$ cat src/rtl/crossbar_seq_ctrl.sv
// crossbar_seq_ctrl
// Sequences SET / RESET / READ pulses onto one cell of a resistive crossbar.
// The block is configured through a Wishbone classic slave that occupies a
// 16-byte window at BASE_ADR.
// Optional feature: define CBAR_WRITE_VERIFY_EN to compile in the write-verify
// loop. That loop reads back after each SET/RESET and retries up to 3 times.
//
// Ports:
//   wb_clk_i, wb_rst_n_i     clock, asynchronous active-low reset
//   wbs_cyc_i/stb_i/we_i     Wishbone classic controls
//   wbs_sel_i/adr_i/dat_i    byte lanes, address, write data
//   wbs_ack_o, wbs_dat_o     acknowledge (one cycle after request), read data
//   sense_i                  sense comparator, asynchronous to wb_clk_i
//   row_sel_o, col_sel_o     one-hot word-line / bit-line selects
//   set_en_o/rst_en_o/rd_en_o  drive enables, only ever high in PULSE
//   irq_o                    done & irq enable
//
// Registers (adr[3:2]):
//   0 CTRL   (W)     [1:0] op, [8:4] row, [16:12] col, [31:24] pulse width
//   1 STATUS (R/W1C) [0] busy, [1] done, [2] err, [3] verify_fail
//   2 RESULT (R)     [0] last sensed bit, [15:8] retries used
//   3 IRQEN  (R/W)   [0] irq enable
//
// state   | meaning
// IDLE    | no operation, selects and enables low
// SETUP   | selects driven, enables low, one cycle
// PULSE   | enable for current op high for the timer length
// SAMPLE  | two cycles, synchronised sense stored in the last one
// RECOVER | two cycles all low, then done
module crossbar_seq_ctrl #(
    parameter int unsigned ROWS     = 8,
    parameter int unsigned COLS     = 8,
    parameter int unsigned PW_BITS  = 8,
    parameter logic [31:0] BASE_ADR = 32'h3000_0000
) (
    input  logic            wb_clk_i,
    input  logic            wb_rst_n_i,
    input  logic            wbs_cyc_i,
    input  logic            wbs_stb_i,
    input  logic            wbs_we_i,
    input  logic [3:0]      wbs_sel_i,
    input  logic [31:0]     wbs_adr_i,
    input  logic [31:0]     wbs_dat_i,
    output logic            wbs_ack_o,
    output logic [31:0]     wbs_dat_o,
    input  logic            sense_i,
    output logic [ROWS-1:0] row_sel_o,
    output logic [COLS-1:0] col_sel_o,
    output logic            set_en_o,
    output logic            rst_en_o,
    output logic            rd_en_o,
    output logic            irq_o
);
    localparam logic [1:0] OP_READ  = 2'd0;
    localparam logic [1:0] OP_SET   = 2'd1;
    localparam logic [1:0] OP_RESET = 2'd2;
    localparam logic [1:0] OP_RSVD  = 2'd3;

    typedef enum logic [2:0] {S_IDLE, S_SETUP, S_PULSE, S_SAMPLE, S_RECOVER} state_t;
    state_t state, state_nxt;

    logic               ack_q;
    logic [31:0]        dat_q, rdata;
    logic [1:0]         op_q;
    logic [4:0]         row_q, col_q;
    logic [7:0]         width_q;
    logic               done_q, err_q, vfail_q, irqen_q, result_q;
    logic               sync1_q, sync2_q;
    logic [PW_BITS-1:0] cnt_q, cnt_val;
    logic               cnt_load, sample_store, op_done, set_vfail;
    logic               acc, wr, wr_ctrl, busy, fields_ok, start, bad_ctrl, w1c;
    logic               pulse, sel_on;
    logic [1:0]         reg_idx;
    logic [31:0]        ctrl_old, ctrl_new;
    logic               verify_q;
    logic [7:0]         retry_q;
    logic               unused_bits;

    // Request is taken only when no ack is pending, so a master that holds
    // stb through the ack cycle still sees exactly one ack per access.
    assign acc     = wbs_cyc_i & wbs_stb_i & ~ack_q & (wbs_adr_i[31:4] == BASE_ADR[31:4]);
    assign wr      = acc & wbs_we_i;
    assign reg_idx = wbs_adr_i[3:2];
    assign busy    = (state != S_IDLE);
    assign wr_ctrl = wr & (reg_idx == 2'd0);
    assign w1c     = wr & (reg_idx == 2'd1) & wbs_sel_i[0];

    // Byte lanes not written keep the previously latched CTRL fields.
    assign ctrl_old = {width_q, 7'd0, col_q, 3'd0, row_q, 2'd0, op_q};
    always_comb begin
        ctrl_new = ctrl_old;
        for (int i = 0; i < 4; i++) begin
            if (wbs_sel_i[i]) ctrl_new[8*i +: 8] = wbs_dat_i[8*i +: 8];
        end
    end

    assign fields_ok = (ctrl_new[1:0] != OP_RSVD) && (32'(ctrl_new[8:4]) < ROWS) &&
                       (32'(ctrl_new[16:12]) < COLS) && (ctrl_new[31:24] != 8'd0);
    assign start     = wr_ctrl & ~busy & fields_ok;
    assign bad_ctrl  = wr_ctrl & (busy | ~fields_ok);

    always_comb begin
        rdata = 32'd0;
        case (reg_idx)
            2'd1:    rdata = {28'd0, vfail_q, err_q, done_q, busy};
            2'd2:    rdata = {16'd0, retry_q, 7'd0, result_q};
            2'd3:    rdata = {31'd0, irqen_q};
            default: rdata = 32'd0;
        endcase
    end

`ifdef CBAR_WRITE_VERIFY_EN
    logic verify_begin, retry_inc;
`endif

    always_comb begin
        state_nxt    = state;
        cnt_load     = 1'b0;
        cnt_val      = '0;
        sample_store = 1'b0;
        op_done      = 1'b0;
        set_vfail    = 1'b0;
`ifdef CBAR_WRITE_VERIFY_EN
        verify_begin = 1'b0;
        retry_inc    = 1'b0;
`endif
        case (state)
            S_IDLE: if (start) state_nxt = S_SETUP;
            S_SETUP: begin
                // A verify read-back uses a fixed one-cycle pulse.
                state_nxt = S_PULSE;
                cnt_load  = 1'b1;
                cnt_val   = verify_q ? '0 : PW_BITS'(width_q - 8'd1);
            end
            S_PULSE: if (cnt_q == '0) begin
                if ((op_q == OP_READ) || verify_q) begin
                    state_nxt = S_SAMPLE;
                    cnt_load  = 1'b1;
                    cnt_val   = PW_BITS'(1);
                end else begin
`ifdef CBAR_WRITE_VERIFY_EN
                    state_nxt    = S_SETUP;
                    verify_begin = 1'b1;
`else
                    state_nxt = S_RECOVER;
                    cnt_load  = 1'b1;
                    cnt_val   = PW_BITS'(1);
`endif
                end
            end
            S_SAMPLE: if (cnt_q == '0) begin
                sample_store = 1'b1;
                state_nxt    = S_RECOVER;
                cnt_load     = 1'b1;
                cnt_val      = PW_BITS'(1);
`ifdef CBAR_WRITE_VERIFY_EN
                if (verify_q && (sync2_q != (op_q == OP_SET))) begin
                    if (retry_q == 8'd3) begin
                        set_vfail = 1'b1;
                    end else begin
                        state_nxt = S_SETUP;
                        cnt_load  = 1'b0;
                        retry_inc = 1'b1;
                    end
                end
`endif
            end
            S_RECOVER: if (cnt_q == '0) begin
                state_nxt = S_IDLE;
                op_done   = 1'b1;
            end
            default: state_nxt = S_IDLE;
        endcase
    end

    always_ff @(posedge wb_clk_i or negedge wb_rst_n_i) begin
        if (!wb_rst_n_i) begin
            state    <= S_IDLE;
            ack_q    <= 1'b0;
            dat_q    <= 32'd0;
            op_q     <= 2'd0;
            row_q    <= 5'd0;
            col_q    <= 5'd0;
            width_q  <= 8'd0;
            done_q   <= 1'b0;
            err_q    <= 1'b0;
            vfail_q  <= 1'b0;
            irqen_q  <= 1'b0;
            result_q <= 1'b0;
            sync1_q  <= 1'b0;
            sync2_q  <= 1'b0;
            cnt_q    <= '0;
        end else begin
            state   <= state_nxt;
            ack_q   <= acc;
            dat_q   <= (acc & ~wbs_we_i) ? rdata : 32'd0;
            sync1_q <= sense_i;
            sync2_q <= sync1_q;
            if (cnt_load)           cnt_q <= cnt_val;
            else if (cnt_q != '0)   cnt_q <= cnt_q - PW_BITS'(1);
            if (start) begin
                op_q    <= ctrl_new[1:0];
                row_q   <= ctrl_new[8:4];
                col_q   <= ctrl_new[16:12];
                width_q <= ctrl_new[31:24];
            end
            if (wr && (reg_idx == 2'd3) && wbs_sel_i[0]) irqen_q <= wbs_dat_i[0];
            // A completion in the same cycle as a W1C clear wins.
            if (op_done)                               done_q <= 1'b1;
            else if (start || (w1c && wbs_dat_i[1]))   done_q <= 1'b0;
            if (bad_ctrl)                  err_q <= 1'b1;
            else if (w1c && wbs_dat_i[2])  err_q <= 1'b0;
            if (set_vfail)                 vfail_q <= 1'b1;
            else if (w1c && wbs_dat_i[3])  vfail_q <= 1'b0;
            if (sample_store) result_q <= sync2_q;
        end
    end

`ifdef CBAR_WRITE_VERIFY_EN
    always_ff @(posedge wb_clk_i or negedge wb_rst_n_i) begin
        if (!wb_rst_n_i) begin
            verify_q <= 1'b0;
            retry_q  <= 8'd0;
        end else begin
            if (start)              verify_q <= 1'b0;
            else if (verify_begin)  verify_q <= 1'b1;
            else if (retry_inc)     verify_q <= 1'b0;
            if (start)              retry_q <= 8'd0;
            else if (retry_inc)     retry_q <= retry_q + 8'd1;
        end
    end
`else
    assign verify_q = 1'b0;
    assign retry_q  = 8'd0;
`endif

    // Outputs decode straight from state so reset removes drive immediately.
    assign pulse     = (state == S_PULSE);
    assign sel_on    = (state == S_SETUP) || pulse || (state == S_SAMPLE);
    assign row_sel_o = sel_on ? (ROWS'(1) << row_q) : '0;
    assign col_sel_o = sel_on ? (COLS'(1) << col_q) : '0;
    assign rd_en_o   = pulse & ((op_q == OP_READ) | verify_q);
    assign set_en_o  = pulse & (op_q == OP_SET) & ~verify_q;
    assign rst_en_o  = pulse & (op_q == OP_RESET) & ~verify_q;
    assign irq_o     = done_q & irqen_q;
    assign wbs_ack_o = ack_q;
    assign wbs_dat_o = dat_q;

    assign unused_bits = ^{ctrl_new[23:17], ctrl_new[11:9], ctrl_new[3:2], wbs_adr_i[1:0]};
endmodule

$ cat config.mk
export PLATFORM = sky130hd
export DESIGN_NAME = crossbar_seq_ctrl
export DESIGN_NICKNAME = d
export VERILOG_FILES = /design/src/rtl/crossbar_seq_ctrl.sv
export SDC_FILE = /design/constraint.sdc
export NUM_CORES = 1
export LEC_CHECK = 0
export CAP_MARGIN = 20
export CORE_AREA = 2 2 83 85
export CTS_CLUSTER_DIAMETER = 60
export DETAILED_ROUTE_END_ITERATION = 10
export DIE_AREA = 0 0 85 87
export PLACE_DENSITY_LB_ADDON = 0.2
export SYNTH_ARGS = -nofsm -noshare
export SYNTH_HDL_FRONTEND = slang
export SYNTH_SLANG_ARGS = --single-unit
$ cat constraint.sdc
create_clock -name wb_clk_i -period 2.6 [get_ports wb_clk_i]
set_input_delay 0.39 -clock wb_clk_i [delete_from_list [all_inputs] [get_ports wb_clk_i]]
set_output_delay 0.39 -clock wb_clk_i [all_outputs]
set_load 0.01 [all_outputs]
# [Word-level counts from Yosys, hierarchy flattened]
# Index checks and enable logic that the tools add are counted.
[totals] elab_cells=103 regBits=70
[op_classes] eq_ne=15 n_bitwise=20 magnitude_cmp=2 reduce_logical=22 addsub=2 muxes=26 shifts=2
[op_table] cell="two-way mux 8 bit" count=7
[op_table] cell="two-way mux 32 bit" count=1
[op_table] cell="equality test 28 x 26 -> 1 bit (second input constant)" count=1
[op_table] cell="case mux 8 bit (2 select lines)" count=1
[op_table] cell="nonzero test 8 bit" count=2
[op_table] cell="<< shifter 1 x 5 -> 8 bit (first input constant)" count=2
[op_table] cell="subtractor 8 x 1 -> 8 bit (second input constant)" count=2
[op_table] cell="AND 1 bit" count=15
[op_table] cell="two-way mux 3 bit" count=5
[op_table] cell="case mux 3 bit (5 select lines)" count=1
[op_table] cell="< comparator 5 x 4 -> 1 bit (second input constant)" count=2
[op_table] cell="two-way mux 1 bit" count=9
[op_table] cell="case mux 3 bit (3 select lines)" count=1
[op_table] cell="zero test 8 bit" count=1
[op_table] cell="!= test 2 bit (second input constant)" count=4
[op_table] cell="logical AND 1 bit" count=7
[op_table] cell="equality test 2 bit (second input constant)" count=3
[op_table] cell="equality test 3 x 2 -> 1 bit (second input constant)" count=2
[op_table] cell="nonzero test 2 bit" count=3
[op_table] cell="equality test 2 x 1 -> 1 bit (second input constant)" count=2
[op_table] cell="zero test 2 bit" count=2
[op_table] cell="NOT 1 bit" count=4
[op_table] cell="AND reduction 4 bit" count=1
[op_table] cell="equality test 3 x 1 -> 1 bit (second input constant)" count=1
[op_table] cell="8 further kinds" count=10

# [Depth between registers and ports, before layout]
[depth] ltp_word=10 ltp_mapped=8

# [Least setup slack after synthesis]
# OpenSTA, ideal clock, no wires.
[synth_timing] path_type="reg2reg" from="register cnt_q[0]" to="register cnt_q[5]" required_ns=2.465 synth_period_minus_slack_ns=2.173 slack_ns=0.427 stages_incl_launch_ff=9 setup_time_ns=0.135 t_arrival_ns=2.039 cell_sequence="dfrtp_1 -> inv_1 -> ha_1 -> or3b_2 -> nor2_1 -> and2_1 -> clkbuf_1 -> nand3b_1 -> o211ai_1"
[synth_via] elab_chain_len=4 word_cells_on_any_way=8
[synth_lines] item="from (decl)" line="69" source="logic [PW_BITS-1:0] cnt_q, cnt_val;"
[synth_lines] item="from (signal assigned)" line="199" source="if (cnt_load) cnt_q <= cnt_val;"
[synth_lines] item="from (signal assigned)" line="200" source="else if (cnt_q != '0) cnt_q <= cnt_q - PW_BITS'(1);"
[synth_lines] item="parallel branches: the longest is 4 deep, another holds subtractor 8 x 1 -> 8 bit"
# Parallel ways; which one is timed is not known. The select of a mux whose other input is x is not followed.
# A chain may end at the register's enable or synchronous reset.

# [Final worst setup path]
[layout_timing] from="register state[2]" to="output port col_sel_o[1]"
[layout_via] elab_chain_len=4 word_cells_on_any_way=6
[layout_lines] item="from (decl)" line="60" source="state_t state, state_nxt;"
[layout_lines] item="from (signal assigned)" line="194" source="state <= state_nxt;"
[layout_lines] item="equality test 3 x 1 -> 1 bit / equality test 3 x 2 -> 1 bit (equally long branches)" line="239, 238"
[layout_lines] item="logical OR 1 bit" line="239" source="assign sel_on = (state == S_SETUP) || pulse || (state == S_SAMPLE);"
[layout_lines] item="logical OR 1 bit *" line="239"
[layout_lines] item="two-way mux 8 bit *" line="241" source="assign col_sel_o = sel_on ? (COLS'(1) << col_q) : '0;"
[layout_lines] item="to (decl)" line="48" source="output logic [COLS-1:0] col_sel_o,"
# Mark *: on every way between the ends. The rest lies on a longest branch, timed or not.

==> results.py <==
metrics = {
    "status": {
        "status": "completed",
    },
    "clock_network": {
        "clock-sinks": 41,
        "htree_levels": 2,
        "cts_root_buf": "clkbuf_8",
        "path_clk_slew_ns": 0.08,
        "cts_buffer_depth": 2,
        "numCtsBuffers": 5,
        "cts_tree": "yes",
        "hold_buffers": 0,
        "clk_latency_ns": 0.29,
        "postCtsSetupBuffers": 0,
    },
    "yosys": {
        "synth-seq-area-share_pct": 41.0,
        "synth_seq_cells": 41,
        "post-synth-top-count-cell": "dfrtp_1",
        "synth_common_cells": "dfrtp_1, nor2_1, buf_4",
        "synth-edff-count": 0,
        "synth_flop_cell": "dfrtp_1",
        "yosysTopAreaCell": "dfrtp_1",
        "avgSynthCellArea_sq_um": 9.56,
        "synth_top_cells_by_area": "dfrtp_1, mux2_2, buf_4",
        "netlist_area_sq_um": 2500,
        "yosysTopAreaCellShare_pct": 41.0,
        "syn_inst": 262,
        "async_flop_share_pct": 100,
        "synth_warnings": 0,
        "ys_types": 43,
    },
    "route": {
        "drtIter0Drc": 95,
        "drt-wirelength-per-cell_um": 13.9,
        "firstDrtPassIters": 4,
        "drc": 0,
        "wirelength_um": 6070,
        "ant_nets": 0,
        "via_per_inst": 4.95,
        "via_count": 2155,
    },
    "setup_path": {
        "end_kind": "primary output",
        "path_delay_family": "simple AND/OR/NAND/NOR gates",
        "crit_slowest_cell": "clkdlybuf4s50_1",
        "timing.critical_path.buf_inv": 1,
        "cp-start-kind": "flip-flop",
        "rr_worst_depth": 6,
        "critPathKind": "reg2out",
        "max_stage_delay_ns": 0.54,
        "worstPathRequired_ns": 2.21,
        "crit_chain": "or2_2 > or3_1 > nor2_1 > clkdlybuf4s50_1",
        "cp.arrival_ns": 2.11,
        "cp_max_fo": 4,
        "crit_cells": 4,
    },
    "global_route": {
        "grt.overflow.total": 0,
        "grt_first_pass_wirelength_um": 9830,
        "grt_pass1_vias": 2082,
        "grt_max_degree": 42,
        "track_usage_pct": 16.5,
        "grt_antenna_before_repair": 0,
    },
    "sta": {
        "period_needed_ns": 2.50,
        "worst_pin_slew_ns": 0.930,
        "slew_violations": 0,
        "relSlewSlack_pct": 38.0,
        "max_freq_mhz": 400,
        "setup_tns_ns": 0,
        "finClkSkew_ns": 0.00770,
        "fin_crit_sh_pct": 96.2,
        "hold_violations": 0,
        "rsz0062_at_grt": "false",
        "finalSetupViolations": 0,
    },
    "layout": {
        "drive_gt1_share_pct": 13.0,
        "utilization_pct": 53.2,
        "nets": 430,
        "antenna_cells": 0,
        "syn_to_final_growth_pct": 39.4,
        "fillCellCount": 606,
        "stdcell_count": 435,
    },
    "placement": {
        "numPortBuffers": 84,
        "place_congestion": 0.832,
        "hpwl_um": 4750,
        "dpl.cell_count": 427,
    },
    "pwr": {
        "total_leakage_power_nw": 1.58,
        "p_per_area_nw_per_um2": 379,
        "finalPower_w": 0.00132,
        "irDropWorstVdd_uv": 257,
    },
    "floorplan": {
        "boundaryPins": 127,
        "rows": 30,
        "die_area_sq_um": 7400,
        "die_w_um": 85,
        "core_sq_um": 6570,
        "die_h_um": 87,
        "start_util_pct": 38.1,
    },
    "min_path": {
        "hold_path.class": "in2async",
    },
    "run": {
        "cap_violations": 0,
    },
}
-- timing repair --
| item | 4_1_cts | 5_1_grt |
|---|---|---|
| resized for setup | 3 | 2 |
| setup endpoints to repair | 2 | 2 |
| pin swaps | 0 | 0 |
| cloned | 0 | 0 |
-- report_power, final --
group          leakage (nW)  total (W)  switching, W  internal (W)
Combinational         0.993   0.000148     0.0000614     0.0000868
Sequential            0.527   0.000639   0.000000442      0.000639
Clock                0.0574   0.000538      0.000225      0.000312
-- sequential cells by signal, summed over array words and instances (netlist names), 2 cells and up --
register,cells
cnt_q,8
width_q,8
col_q,5
row_q,5
state,3
wbs_dat_o,3
op_q,2
-- cell families after synthesis --
group,after synthesis,synth area share (%)
simple gates,120,27.1
buf+inv,43,11.1
flops,41,41.0
compound gates,25,7.14
mux,20,8.99
xor+xnor,10,3.50
fa+ha+maj,2,0.999
other cells,1,0.150
-- worst reg2reg max path, cell delays in order (launching register included) --
cell and delay, ns:
dfrtp_1 0.39, buf_4 0.16, or3_1 0.41, a211o_1 0.34, nor3_4 0.30, nand4_1 0.36, a32o_1 0.33
-- metal layers --
| layer | track usage (%) | vias up | part of all wire, % |
|---|---|---|---|
| met3 | 2.56 | 10 | 5.1 |
| met4 | 5.34 | 0 | 1.3 |
| met1 | 22.0 | 1007 | 45 |
| met2 | 27.6 | 70 | 48 |
| li1 | - | 1068 | - |
| met5 | 0 | - | 0 |
-- layout by cell type (no fill, tap or decap), types with 3 or more instances in the layout --
cell	count
clkdlybuf4s50_1	79
dfrtp_1	41
nor2_1	31
conb_1	29
mux2_2	20
nand2_1	18
nor4_1	15
inv_1	8
and2_1	8
nor3_1	8
xor2_1	8
buf_4	8
a21oi_1	7
clkbuf_8	6
a22oi_1	5
nand3b_1	4
nand3_1	4
or3b_2	3
or3_1	3
nand4_1	3
nor2b_1	3
nor4b_1	3
-- path summary, 6_finish.rpt --
path | slack (ns) | end | startpoint
max | 0.1 | col_sel_o[1] | state[2]
min | 0.23 | row_q[0] | wb_rst_n_i
max reg2reg | 0.22 | done_q | state[1]
min reg2reg | 0.36 | sync2_q | sync1_q
max in group asynchronous | 1.78 | cnt_q[6] | wb_rst_n_i
min in group wb_clk_i | 0.36 | sync2_q | sync1_q
-- layout make-up --
| cell class | count | area (sq um) | area share [%] |
|---|---|---|---|
| Clock buffer | 6 | 82.6 | 2.36 |
| Clock inverter | 2 | 37.5 | 1.07 |
| Inverter | 8 | 30.0 | 0.860 |
| Multi-Input combinational cell | 206 | 1320 | 37.7 |
| Sequential cell | 41 | 1030 | 29.4 |
| Tap cell | 80 | 100 | 2.87 |
| Timing Repair Buffer | 92 | 898 | 25.7 |
-- per-stage QoR --
| stage | cell area, sq um | hold slack [ns] | setup WS [ns] |
|---|---|---|---|
| global route | 3490 | 0.299 | 0.00642 |
| global placement | 3360 | 0.351 | 0.141 |
| CTS | 3490 | 0.261 | 0.00268 |
| finish | 3490 | 0.233 | 0.0991 |
| detailed placement | 3360 | 0.339 | 0.0928 |
| floorplan | 2610 | 0.0944 | 0.427 |
Note: power is estimated with default switching activity, not from simulation.
